[src/rtl/mem_arb_pkg.sv]
// Shared types and constants for the memory port arbiter.
package mem_arb_pkg;

    typedef enum logic {
        StIdle = 1'b0,
        StWait = 1'b1
    } state_e;

    typedef enum logic {
        OwnCpu = 1'b0,
        OwnLdr = 1'b1
    } owner_e;

    localparam int unsigned MEM_LAT_DEFAULT = 1;

endpackage

[src/rtl/mem_arb_lat_cnt.sv]
// Loadable down-counter that paces one memory access; done flags the final WAIT cycle.
module mem_arb_lat_cnt
    import mem_arb_pkg::*;
#(
    parameter int unsigned MEM_LAT = MEM_LAT_DEFAULT,
    localparam int unsigned CW = $clog2(MEM_LAT + 1)
) (
    input  logic clk,
    input  logic rst,
    input  logic load,
    output logic done
);

    localparam logic [CW-1:0] LoadVal = CW'(MEM_LAT);

    logic [CW-1:0] count_q;

    // Load on grant, then count down to zero and hold there.
    always_ff @(posedge clk) begin
        if (rst) begin
            count_q <= '0;
        end else if (load) begin
            count_q <= LoadVal;
        end else if (count_q != '0) begin
            count_q <= count_q - CW'(1);
        end
    end

    assign done = (count_q == CW'(1));

endmodule

[src/rtl/mem_port_arbiter.sv]
// Two-requester (CPU, loader) arbiter for the single-ported unified memory.
// Define MEM_ARB_ROUND_ROBIN_EN to break CPU/loader ties round-robin instead
// of by fixed CPU priority.
module mem_port_arbiter
    import mem_arb_pkg::*;
#(
    parameter int unsigned WIDTH   = 32,
    parameter int unsigned ADDR_W  = 10,
    parameter int unsigned MEM_LAT = MEM_LAT_DEFAULT
) (
    input  logic              clk,
    input  logic              rst,
    input  logic              cpu_req,
    input  logic              cpu_we,
    input  logic [ADDR_W-1:0] cpu_addr,
    input  logic [WIDTH-1:0]  cpu_wdata,
    output logic              cpu_gnt,
    output logic              cpu_rvalid,
    output logic [WIDTH-1:0]  cpu_rdata,
    input  logic              ldr_req,
    input  logic              ldr_we,
    input  logic [ADDR_W-1:0] ldr_addr,
    input  logic [WIDTH-1:0]  ldr_wdata,
    output logic              ldr_gnt,
    output logic              ldr_rvalid,
    output logic [WIDTH-1:0]  ldr_rdata,
    input  logic              ldr_lock,
    output logic              mem_en,
    output logic              mem_we,
    output logic [ADDR_W-1:0] mem_addr,
    output logic [WIDTH-1:0]  mem_wdata,
    input  logic [WIDTH-1:0]  mem_rdata,
    output logic              busy
);

    state_e           state_q, state_d;
    owner_e           owner_q;
    logic             we_q;
    logic             cpu_elig, ldr_elig, pick_cpu, grant, lat_done;
    logic             cpu_rvalid_q, ldr_rvalid_q;
    logic [WIDTH-1:0] cpu_rdata_q, ldr_rdata_q;

    assign cpu_elig = cpu_req & ~ldr_lock;
    assign ldr_elig = ldr_req;

`ifdef MEM_ARB_ROUND_ROBIN_EN
    owner_e last_q;

    // On a tie the side not granted last wins; a lone eligible side always wins.
    assign pick_cpu = cpu_elig & (~ldr_elig | (last_q == OwnLdr));

    // Remember which requester received the most recent grant.
    always_ff @(posedge clk) begin
        if (rst) begin
            last_q <= OwnLdr;
        end else if (grant) begin
            last_q <= pick_cpu ? OwnCpu : OwnLdr;
        end
    end
`else
    assign pick_cpu = cpu_elig;
`endif

    // Next state plus the combinational grant-cycle memory strobe.
    always_comb begin
        state_d   = state_q;
        grant     = 1'b0;
        cpu_gnt   = 1'b0;
        ldr_gnt   = 1'b0;
        mem_en    = 1'b0;
        mem_we    = 1'b0;
        mem_addr  = '0;
        mem_wdata = '0;
        case (state_q)
            StIdle: begin
                // Reset is synchronous, so a grant here would be lost; suppress it.
                if (!rst && (cpu_elig || ldr_elig)) begin
                    grant   = 1'b1;
                    state_d = StWait;
                    mem_en  = 1'b1;
                    if (pick_cpu) begin
                        cpu_gnt   = 1'b1;
                        mem_we    = cpu_we;
                        mem_addr  = cpu_addr;
                        mem_wdata = cpu_wdata;
                    end else begin
                        ldr_gnt   = 1'b1;
                        mem_we    = ldr_we;
                        mem_addr  = ldr_addr;
                        mem_wdata = ldr_wdata;
                    end
                end
            end
            StWait: begin
                if (lat_done) begin
                    state_d = StIdle;
                end
            end
            default: state_d = StIdle;
        endcase
    end

    // State register plus owner/direction of the access in flight.
    always_ff @(posedge clk) begin
        if (rst) begin
            state_q <= StIdle;
            owner_q <= OwnCpu;
            we_q    <= 1'b0;
        end else begin
            state_q <= state_d;
            if (grant) begin
                owner_q <= pick_cpu ? OwnCpu : OwnLdr;
                we_q    <= pick_cpu ? cpu_we : ldr_we;
            end
        end
    end

    // Registered response: read data captured on the last WAIT cycle, ack pulse after.
    always_ff @(posedge clk) begin
        if (rst) begin
            cpu_rvalid_q <= 1'b0;
            ldr_rvalid_q <= 1'b0;
            cpu_rdata_q  <= '0;
            ldr_rdata_q  <= '0;
        end else begin
            cpu_rvalid_q <= 1'b0;
            ldr_rvalid_q <= 1'b0;
            if (state_q == StWait && lat_done) begin
                if (owner_q == OwnCpu) begin
                    cpu_rvalid_q <= 1'b1;
                    if (!we_q) begin
                        cpu_rdata_q <= mem_rdata;
                    end
                end else begin
                    ldr_rvalid_q <= 1'b1;
                    if (!we_q) begin
                        ldr_rdata_q <= mem_rdata;
                    end
                end
            end
        end
    end

    mem_arb_lat_cnt #(
        .MEM_LAT (MEM_LAT)
    ) u_lat_cnt (
        .clk  (clk),
        .rst  (rst),
        .load (grant),
        .done (lat_done)
    );

    assign cpu_rvalid = cpu_rvalid_q;
    assign ldr_rvalid = ldr_rvalid_q;
    assign cpu_rdata  = cpu_rdata_q;
    assign ldr_rdata  = ldr_rdata_q;
    assign busy       = (state_q == StWait) & ~rst;

endmodule

[config.mk]
export PLATFORM = sky130hd
export DESIGN_NAME = mem_port_arbiter
export DESIGN_NICKNAME = d
export VERILOG_FILES = /design/src/rtl/mem_arb_pkg.sv /design/src/rtl/mem_arb_lat_cnt.sv /design/src/rtl/mem_port_arbiter.sv
export SDC_FILE = /design/constraint.sdc
export NUM_CORES = 1
export LEC_CHECK = 0
export BUFFER_PORTS_ARGS = -buffer_cell sky130_fd_sc_hd__buf_2
export CORE_AREA = 2 2 92 94
export DETAILED_ROUTE_END_ITERATION = 6
export DIE_AREA = 0 0 94 96
export PLACE_DENSITY = 0.78
export SLEW_MARGIN = 15
export SYNTH_ARGS = -nofsm -noshare
export SYNTH_HDL_FRONTEND = slang
export SYNTH_SLANG_ARGS = --single-unit
[constraint.sdc]
create_clock -name clk -period 2.45 [get_ports clk]
set_clock_uncertainty 0.2 [all_clocks]
set_input_delay 0.245 -clock clk [delete_from_list [all_inputs] [get_ports clk]]
set_output_delay 0.245 -clock clk [all_outputs]
set_load 0.02 [all_outputs]
==> results of run 1 <==
[layer usage]
metal / GRT usage [%] / vias to the layer above / share of wire (%)
li1: - / 1762 / -
met1: 32.6 / 1751 / 36
met2: 46.8 / 218 / 48
met3: 14.4 / 41 / 13
met4: 12.9 / 8 / 2.3
met5: 0 / - / 0.38
[final cells by class]
cell class	count	area share [%]
well taps	105	2.81
flip-flops and latches	70	30.0
multi-input cells	259	29.4
inverters	2	0.161
clock inverters	4	0.482
repair buffers	276	33.7
clock buffers	12	3.11
diodes	6	0.321
[flip-flops by register name, summed over array words and instances, names as in the netlist]
register / cells
ldr_rvalid: 1
ldr_rdata: 32
cpu_rvalid: 1
owner_q: 1
u_lat_cnt.done: 1
state_q: 1
cpu_rdata: 32
we_q: 1
[Yosys cell counts]
library cell  instances
nand2_1             129
dfxtp_1              70
a21oi_1              67
a22o_1               39
buf_2                14
clkbuf_1             13
buf_6                 4
nor3_1                4
a22o_2                3
nor2_1                3
nand2b_1              2
a2111oi_0             1
a211oi_1              1
and2b_1               1
and4b_1               1
buf_4                 1
inv_1                 1
inv_2                 1
mux2i_1               1
nand4b_1              1
nand4bb_1             1
nor3_2                1
nor3b_1               1
nor4_1                1
nor4_4                1
nor4bb_1              1
[where the power goes]
group	internal (mW)	leakage [nW]	switching, mW
Sequential	1.16	0.566	0.0219
Clock	0.391	0.0862	0.421
Combinational	0.200	1.63	0.260
[stage by stage]
step / area [um2] / setup slack (ps) / cells / utilization [%] / total power [mW]
finish: 4670 / 46.3 / 734 / 58.0 / 2.46
detailed placement: 4160 / 364 / 680 / 51.7 / 1.62
CTS: 4650 / 55.0 / 728 / 57.8 / 2.46
global placement: 4160 / 401 / 680 / 51.7 / 1.61
floorplan: 2930 / 686 / 363 / - / 1.41
global route: 4670 / 16.5 / 733 / 58.0 / 2.55
[cell families after synthesis]
family | synth area share, %
simple gates | 21.2
compound gates | 24.6
mux | 0.341
flops | 47.8
buf+inv | 6.10
[worst reg2reg max path, cell delays in order (launching register included)]
cell and delay, ps:
dfxtp_1 630, nand4bb_1 410, buf_4 370, nand2_1 120
a21oi_1 70
[what timing repair did]
| action | in CTS | in global routing |
|---|---|---|
| resized for setup | 1 | 3 |
| hold buffers | 32 | 0 |
| setup endpoints to repair | 1 | 6 |
| hold endpoints to repair | 64 | 0 |
| setup buffers | 0 | 0 |
[how the worst min path moves through the flow]
stage	slack, ps	start	cells after the start	end
final	50	rst	2	owner_q$_SDFFE_PP0P_
after global routing	60	rst	2	owner_q$_SDFFE_PP0P_
after CTS	9	rst	2	owner_q$_SDFFE_PP0P_
after detailed placement	240	ldr_rdata[22]$_SDFFE_PP0P_	2	ldr_rdata[22]$_SDFFE_PP0P_
after global placement	240	ldr_rdata[30]$_SDFFE_PP0P_	2	ldr_rdata[30]$_SDFFE_PP0P_
after floorplan	180	mem_rdata[0]	2	cpu_rdata[0]$_SDFFE_PP0P_
==> impl_metrics.py, run 1 <==
metrics = {
    "floorplan": {
        "die_h_um": 96,
        "initial_core_util_pct": 36.4,
        "placementRows": 33,
        "die_w_um": 94,
        "coreArea_um2": 8050,
        "io_pins": 236,
        "dieArea_um2": 9020,
    },
    "logic_synthesis": {
        "synth_area_um2": 2930,
        "syn_avg_cell_area_um2": 8.08,
        "synth_top_area_cell": "dfxtp_1",
        "yosysUniqueCellTypes": 26,
        "synth_fp_nets": 486,
        "ys_ff_latch": 70,
        "seq_area_frac_synth_pct": 47.8,
        "synth_top_cell_area_share_pct": 47.8,
        "syn-instance-count": 363,
        "ys_top_cells_by_area": "dfxtp_1 48%, nand2_1 17%, a22o_1 12%",
        "yosysWarnings": 0,
    },
    "cts": {
        "insertion_delay_ps": 330,
        "cts_root_buffer": "clkbuf_8",
        "tritoncts": "built",
        "cts_buffers": 9,
        "numClockSinks": 70,
        "clockBufferDepth": 2,
        "htree_num_levels": 3,
        "clk_pin_slew_ps": 70,
    },
    "setup_path": {
        "crit_required_ps": 2010,
        "critPathSlowestCell": "dfxtp_1",
        "startpoint_type": "register",
        "criticalPathCategory": "reg2out",
        "startpoint": "state_q$_SDFF_PP0_",
        "path_buf_inv": 2,
        "r2r_cells": 4,
        "path_delay_family": "buffers and inverters",
        "path_max_fanout": 43,
        "regToRegSetupSlack_ps": 500,
        "end_kind": "primary output",
        "cp_data_arrival_time_ps": 1960,
        "worstSetupEndpoint": "mem_addr[9]",
        "worstReg2RegStart": "state_q$_SDFF_PP0_",
        "path_depth": 4,
        "critPathMaxStageDelay_ps": 460,
        "crit_chain": "nor4_4, buf_8, a22o_1, buf_2",
        "timing.rr.end": "cpu_rdata[8]$_SDFFE_PP0P_",
    },
    "cells_and_area": {
        "multiInputGateArea_um2": 1380,
        "drive_gt1_share_pct": 42.5,
        "final_cell_mix": "235 x buf_2, 129 x nand2_1, 70 x dfxtp_1, 67 x a21oi_1, 39 x a22o_1",
        "syn_to_final_growth_pct": 59.3,
        "layout.nets": 741,
        "fillers": 766,
        "final_common_cell": "buf_2",
        "seq_area_um2": 1400,
    },
    "placement": {
        "dp.final_hpwl_mm": 10.3,
        "io_buffers": 235,
        "gp_congestion": 1.03,
    },
    "global_routing": {
        "grt.total_usage_pct": 29.1,
        "grt_pass1_vias": 3484,
        "grt_max_degree": 69,
        "antenna_found_initial": 10,
        "gr-total-overflow": 0,
        "grt_pass1_wl_mm": 19.1,
    },
    "routing": {
        "wl_mm": 13.8,
        "viasPerCell": 5.15,
        "drc": 0,
        "drtPass1Iterations": 6,
        "vias": 3780,
        "drt-initial-drc-count": 221,
        "ant_nets": 0,
        "wire_per_inst_um": 18.8,
    },
    "sta": {
        "setup_violations": 0,
        "max_freq_mhz": 416,
        "rsz0062_at_grt": "no",
        "slew_headroom_pct": 53.8,
        "hold_viol": 0,
        "period_minus_slack_ps": 2400,
        "fin_crit_sh_pct": 98.1,
        "fin_hold_ws_ps": 45.5,
        "worst_pin_slew_ps": 693,
        "setup_tns_ps": 0,
        "final_max_slew_viol_count": 0,
    },
    "run": {
        "drv_cap": 0,
    },
    "power": {
        "powerDensity_nw_per_um2": 525,
        "peakVddDrop_mv": 0.418,
        "p_leak_nw": 2.28,
    },
    "worst_hold_path": {
        "hp-class": "in2reg",
    },
    "run_status": {
        "status": "finished clean",
    },
}
Note: power is estimated with default switching activity, not from simulation.
==> run 2: changes to the inputs <==
--- a/config.mk
+++ b/config.mk
@@ -6,11 +6,12 @@
 export NUM_CORES = 1
 export LEC_CHECK = 0
 export BUFFER_PORTS_ARGS = -buffer_cell sky130_fd_sc_hd__buf_2
-export CORE_AREA = 2 2 92 94
+export CORE_AREA = 2 2 90 92
 export DETAILED_ROUTE_END_ITERATION = 6
-export DIE_AREA = 0 0 94 96
-export PLACE_DENSITY = 0.78
+export DIE_AREA = 0 0 92 94
+export PLACE_DENSITY = 0.82
 export SLEW_MARGIN = 15
 export SYNTH_ARGS = -nofsm -noshare
 export SYNTH_HDL_FRONTEND = slang
+export SYNTH_HIERARCHICAL = 1
 export SYNTH_SLANG_ARGS = --single-unit
==> run 2 against run 1 <==
Against the previous run:
- final area increased by 1.1%
- utilization up 4.1 points
- critical path depth did not move
- clock-buffer cell count shrank 3
- first-iteration DRC count is 10% lower
- highest routed layer is now met4
==> impl_metrics.py, run 2 <==
metrics = {
    "run_status": {
        "status": "finished clean",
    },
    "routing": {
        "wire_per_inst_um": 15.4,
        "drtPass1Iterations": 4,
        "viasPerCell": 5.01,
        "vias": 3649,
        "wl_mm": 11.2,
        "drt-initial-drc-count": 199,
        "ant_nets": 0,
        "drc": 0,
    },
    "logic_synthesis": {
        "synth_area_um2": 2980,
        "async_reset_ff_share_pct": 0,
        "yosysWarnings": 6,
        "ys_top_cells_by_area": "dfxtp_1 47%, nand2_1 16%, a21oi_1 11%",
        "syn-instance-count": 363,
        "yosysUniqueCellTypes": 28,
        "ys.flop_type": "dfxtp_1",
        "synth_top_area_cell": "dfxtp_1",
        "synth_fp_nets": 486,
        "ys_ff_latch": 70,
        "synth_top_cell_area_share_pct": 47.0,
        "syn_avg_cell_area_um2": 8.22,
        "synth-edff-count": 0,
        "seq_area_frac_synth_pct": 47.0,
        "yosys-top-cells-count": "129 x nand2_1, 70 x dfxtp_1, 67 x a21oi_1",
        "yosysMostFrequentCell": "nand2_1",
    },
    "floorplan": {
        "initial_core_util_pct": 39.2,
        "die_w_um": 92,
        "die_h_um": 94,
        "placementRows": 32,
        "io_pins": 236,
        "dieArea_um2": 8650,
        "coreArea_um2": 7610,
    },
    "setup_path": {
        "startpoint_type": "register",
        "r2r_cells": 4,
        "critPathMaxStageDelay_ps": 460,
        "worstSetupEndpoint": "mem_addr[6]",
        "path_max_fanout": 43,
        "regToRegSetupSlack_ps": 510,
        "cp_data_arrival_time_ps": 1970,
        "crit_chain": "nor4_4, buf_12, a22o_1, buf_2",
        "worstReg2RegStart": "state_q$_SDFF_PP0_",
        "crit_required_ps": 2010,
        "end_kind": "primary output",
        "timing.rr.end": "cpu_rdata[10]$_SDFFE_PP0P_",
        "criticalPathCategory": "reg2out",
        "startpoint": "state_q$_SDFF_PP0_",
        "critPathSlowestCell": "dfxtp_1",
    },
    "power": {
        "internal_power_mw": 1.81,
        "combinationalPowerShare_pct": 15.9,
        "switching_share_pct": 27.3,
        "peakVddDrop_mv": 0.382,
        "p_leak_nw": 2.31,
        "clockPowerShare_pct": 37.2,
        "seq_power_share_pct": 46.9,
        "powerDensity_nw_per_um2": 528,
        "switchingPower_uw": 681,
    },
    "cells_and_area": {
        "drive_gt1_share_pct": 43.5,
        "syn_to_final_growth_pct": 58.4,
        "final_cell_mix": "235 x buf_2, 129 x nand2_1, 70 x dfxtp_1, 67 x a21oi_1, 36 x a22o_1",
        "layout.nets": 744,
        "instances_no_fill": 728,
        "final_common_cell": "buf_2",
        "multiInputGateArea_um2": 1390,
        "seq_area_um2": 1400,
        "fillers": 705,
        "antennaDiodeCount": 0,
    },
    "cts": {
        "insertion_delay_ps": 330,
        "numClockSinks": 70,
        "cts_buffers": 9,
        "htree_num_levels": 3,
        "tritoncts": "built",
        "clk_pin_slew_ps": 70,
        "cts_root_buffer": "clkbuf_8",
        "clockBufferDepth": 2,
    },
    "sta": {
        "max_freq_mhz": 415,
        "hold_viol": 0,
        "fin_ws_ps": 38.2,
        "final_max_slew_viol_count": 0,
        "worst_pin_slew_ps": 483,
        "fin_hold_ws_ps": 61.5,
        "setup_tns_ps": 0,
        "period_minus_slack_ps": 2410,
        "rsz0062_at_grt": "no",
        "setup_violations": 0,
        "fin_crit_sh_pct": 98.4,
        "slew_headroom_pct": 67.7,
    },
    "worst_hold_path": {
        "hold_start": "ldr_req",
        "hold_depth": 3,
        "hp-class": "in2reg",
    },
    "global_routing": {
        "grt_pass1_wl_mm": 16.7,
        "gr-total-overflow": 0,
        "grt_pass1_vias": 3495,
        "grt.total_usage_pct": 24.6,
        "antenna_found_initial": 0,
        "grt_max_degree": 45,
    },
    "placement": {
        "dp.final_hpwl_mm": 7.87,
        "io_buffers": 235,
        "gp_congestion": 0.959,
        "dp_slack_ps": 286,
        "dp_cells": 679,
    },
    "run": {
        "drv_cap": 0,
    },
}
-- run 2: cell types whose count changed in the layout (fill, tap and decap cells not counted), sizes merged, moves of 2 or more --
cell / change
diode: -6
buf: +2
nor2b: +3
clkbuf: -3
nor3: -2
-- run 2: cell type report --
cell class              instances  share of cell area [%]
multi-input cells             259                    29.4
well taps                     102                    2.70
repair buffers                279                    34.0
clock buffers                   9                    2.62
clock inverters                 7                    1.54
flip-flops and latches         70                    29.7
inverters                       2                   0.159
-- run 2: power groups by stage --
stage / logic [mW] / registers, mW / clock network [mW]
after floorplan: 0.172 / 1.20 / 0
after global placement: 0.342 / 1.19 / 0
after detailed placement: 0.347 / 1.20 / 0
after CTS: 0.391 / 1.17 / 0.947
after global routing: 0.421 / 1.17 / 0.991
final: 0.396 / 1.17 / 0.928
-- run 2: logic make-up (layout without fill, tap and decap cells) --
logic type | after synthesis | count (layout) | share of synthesized area (%)
multiplexers | 1 | 1 | 0.335
AO/OA/AOI/OAI | 112 | 112 | 24.6
AND/OR/NAND/NOR | 146 | 146 | 20.8
buffers and inverters | 34 | 297 | 7.25
flip-flops | 70 | 70 | 47.0
-- run 2: worst min path at each step --
| stage | endpoint | slack [ps] |
|---|---|---|
| after floorplan | u_lat_cnt/done$_SDFF_PP0_ | 110 |
| after global placement | ldr_rdata[7]$_SDFFE_PP0P_ | 240 |
| after detailed placement | ldr_rdata[10]$_SDFFE_PP0P_ | 240 |
| after CTS | state_q$_SDFF_PP0_ | 50 |
| after global routing | owner_q$_SDFFE_PP0P_ | 70 |
| final | state_q$_SDFF_PP0_ | 60 |
-- run 2: timing repair --
action	CTS	global route
gates resized for setup	2	2
endpoints found under the hold margin	65	0
buffers inserted	0	0
hold buffers	33	0
setup endpoints to repair	2	3
-- run 2: critical path, delay by kind of cell (launching register included) --
family / cells / cell delay, ps
DFF: 1 / 460
buffers and inverters: 2 / 460
and+or+nand+nor: 1 / 390
AOI/OAI and AO/OA: 1 / 300
-- run 2: metrics by stage --
step           area, um2  total power [mW]  util [%]
2_1_floorplan       2980              1.37         -
3_5_place_dp        4180              1.54      55.0
5_1_grt             4730              2.58      62.1
6_report            4730              2.49      62.1
3_3_place_gp        4180              1.54      55.0
4_1_cts             4720              2.51      62.0
-- run 2: layer usage --
layer | up-vias | part of all wire [%] | global-route usage (%) | wire length (um)
met5 | - | 0 | 0 | 0
met4 | 0 | 1.6 | 7.84 | 175
met2 | 186 | 50 | 44.7 | 5620
met1 | 1693 | 38 | 28.0 | 4260
li1 | 1752 | - | - | -
met3 | 18 | 10 | 6.98 | 1120
==> run 3: changes to the inputs <==
--- a/config.mk
+++ b/config.mk
@@ -10,6 +10,7 @@
 export DETAILED_ROUTE_END_ITERATION = 6
 export DIE_AREA = 0 0 92 94
 export PLACE_DENSITY = 0.82
+export RECOVER_POWER = 50
 export SLEW_MARGIN = 15
 export SYNTH_ARGS = -nofsm -noshare
 export SYNTH_HDL_FRONTEND = slang
==> run 3 against run 2 <==
Against the previous run:
- maximum frequency grew 0.92%
- setup slack gained 22 ps
- combinational power about the same
- register-to-register slack worse by 230 ps
- global-route usage unchanged
- critical path depth unchanged
- critical path type unchanged
- largest cell class unchanged
==> impl_metrics.py, run 3 (synthesis results as in run 2) <==
metrics = {
    "floorplan": {
        "io_pins": 236,
        "placementRows": 32,
        "dieArea_um2": 8650,
        "die_h_um": 94,
        "die_w_um": 92,
        "initial_core_util_pct": 39.2,
        "coreArea_um2": 7610,
    },
    "cells_and_area": {
        "layout.nets": 744,
        "fin_area_um2": 4640,
        "syn_to_final_growth_pct": 55.5,
        "final_cell_mix": "169 x buf_2, 129 x nand2_1, 70 x dfxtp_1, 68 x clkbuf_1, 67 x a21oi_1",
        "final_common_cell": "buf_2",
        "drive_gt1_share_pct": 32.6,
    },
    "power": {
        "switchingPower_uw": 682,
        "clockPowerShare_pct": 37.3,
        "peakVddDrop_mv": 0.382,
        "p_leak_nw": 2.01,
        "switching_share_pct": 27.4,
        "power.total_mw": 2.49,
        "internal_power_mw": 1.81,
        "combinationalPowerShare_pct": 15.8,
        "seq_power_share_pct": 47.0,
        "powerDensity_nw_per_um2": 537,
    },
    "cts": {
        "postCtsSetupBuffers": 0,
        "htree_num_levels": 3,
        "numClockSinks": 70,
        "insertion_delay_ps": 330,
        "clockBufferDepth": 2,
        "tritoncts": "built",
        "clk_pin_slew_ps": 70,
        "cts_buffers": 9,
        "cts_root_buffer": "clkbuf_8",
    },
    "setup_path": {
        "worstReg2RegStart": "state_q$_SDFF_PP0_",
        "critPathSlowestCell": "dfxtp_1",
        "cp_data_arrival_time_ps": 1940,
        "criticalPathCategory": "reg2out",
        "crit_chain": "nor4_4, buf_12, a22o_1, buf_2",
        "path_max_fanout": 43,
        "regToRegSetupSlack_ps": 280,
        "startpoint_type": "register",
        "critPathMaxStageDelay_ps": 460,
        "startpoint": "state_q$_SDFF_PP0_",
        "crit_required_ps": 2010,
        "end_kind": "primary output",
    },
    "routing": {
        "vias": 3670,
        "drtPass1Iterations": 4,
        "ant_nets": 0,
        "wl_mm": 11.2,
        "drc": 0,
        "viasPerCell": 5.03,
        "wire_per_inst_um": 15.3,
        "drt-initial-drc-count": 166,
    },
    "placement": {
        "dp.final_hpwl_mm": 7.87,
        "io_buffers": 235,
        "gp_congestion": 0.959,
        "dpl_cell_area_um2": 4180,
        "dp_slack_ps": 286,
    },
    "sta": {
        "period_minus_slack_ps": 2390,
        "rsz0062_at_grt": "no",
        "slew_headroom_pct": 41.8,
        "setup_tns_ps": 0,
        "worst_pin_slew_ps": 873,
        "fin_crit_sh_pct": 97.5,
        "max_freq_mhz": 418,
        "hold_viol": 0,
        "final_max_slew_viol_count": 0,
        "fin_ws_ps": 60.2,
        "setup_violations": 0,
    },
    "run": {
        "drv_cap": 0,
    },
    "global_routing": {
        "grt_pass1_vias": 3495,
        "grt.total_usage_pct": 24.6,
        "gr-total-overflow": 0,
        "grt_pass1_wl_mm": 16.7,
        "antenna_found_initial": 0,
        "grt_max_degree": 45,
    },
    "worst_hold_path": {
        "hold_start": "ldr_req",
        "hp-class": "in2reg",
    },
    "run_status": {
        "status": "finished clean",
    },
}
-- run 3: cell count changes in the layout (fill, tap and decap cells not counted) --
cell	previous run	this run
diode_2	0	2
buf_4	9	7
clkbuf_1	0	68
buf_2	235	169
-- run 3: power by group through the flow --
stage	logic [mW]	clock network (mW)	registers (mW)
final	0.393	0.929	1.17
after global routing	0.418	0.991	1.17
after CTS	0.391	0.947	1.17
after detailed placement	0.347	0	1.20
after global placement	0.342	0	1.19
after floorplan	0.172	0	1.20
-- run 3: timing repair --
item	CTS	global route
resized for setup	2	2
hold buffers	33	0
setup endpoints to repair	2	3
hold endpoints to repair	65	0
-- run 3: per-layer routing --
metal / up-vias / share of wire (%) / global-route usage (%)
met3: 21 / 9.6 / 6.98
met4: 0 / 1.8 / 7.84
li1: 1756 / - / -
met5: - / 0 / 0
met2: 192 / 49 / 44.7
met1: 1701 / 39 / 28.0
-- run 3: worst max-delay path: cells and delay by family (launching register included) --
| family | cells | cell delay [ps] |
|---|---|---|
| buffers and inverters | 2 | 460 |
| DFF | 1 | 460 |
| and+or+nand+nor | 1 | 390 |
| AOI/OAI and AO/OA | 1 | 280 |
-- run 3: worst paths after layout --
path / endpoint / cells past startpoint
max reg2reg: ldr_rdata[2]$_SDFFE_PP0P_ / 4
min: state_q$_SDFF_PP0_ / 3
min reg2reg: cpu_rdata[29]$_SDFFE_PP0P_ / 2
max: mem_addr[6] / 4
-- run 3: layout make-up --
cell class | count | area (um2)
antenna | 2 | 5.00
sequential | 70 | 1400
fill | 740 | 2970
tap | 102 | 128
clock buffer | 9 | 124
multi-input combinational | 259 | 1390
inverter | 2 | 7.51
timing repair buffer | 279 | 1520
clock inverter | 7 | 72.6
-- run 3: through the flow --
stage	hold WS, ps	cells	utilization, %
final	63.2	730	61.0
after global routing	65.9	728	60.9
after CTS	50.9	728	62.0
after detailed placement	244	679	55.0
after global placement	239	679	55.0
after floorplan	109	363	-
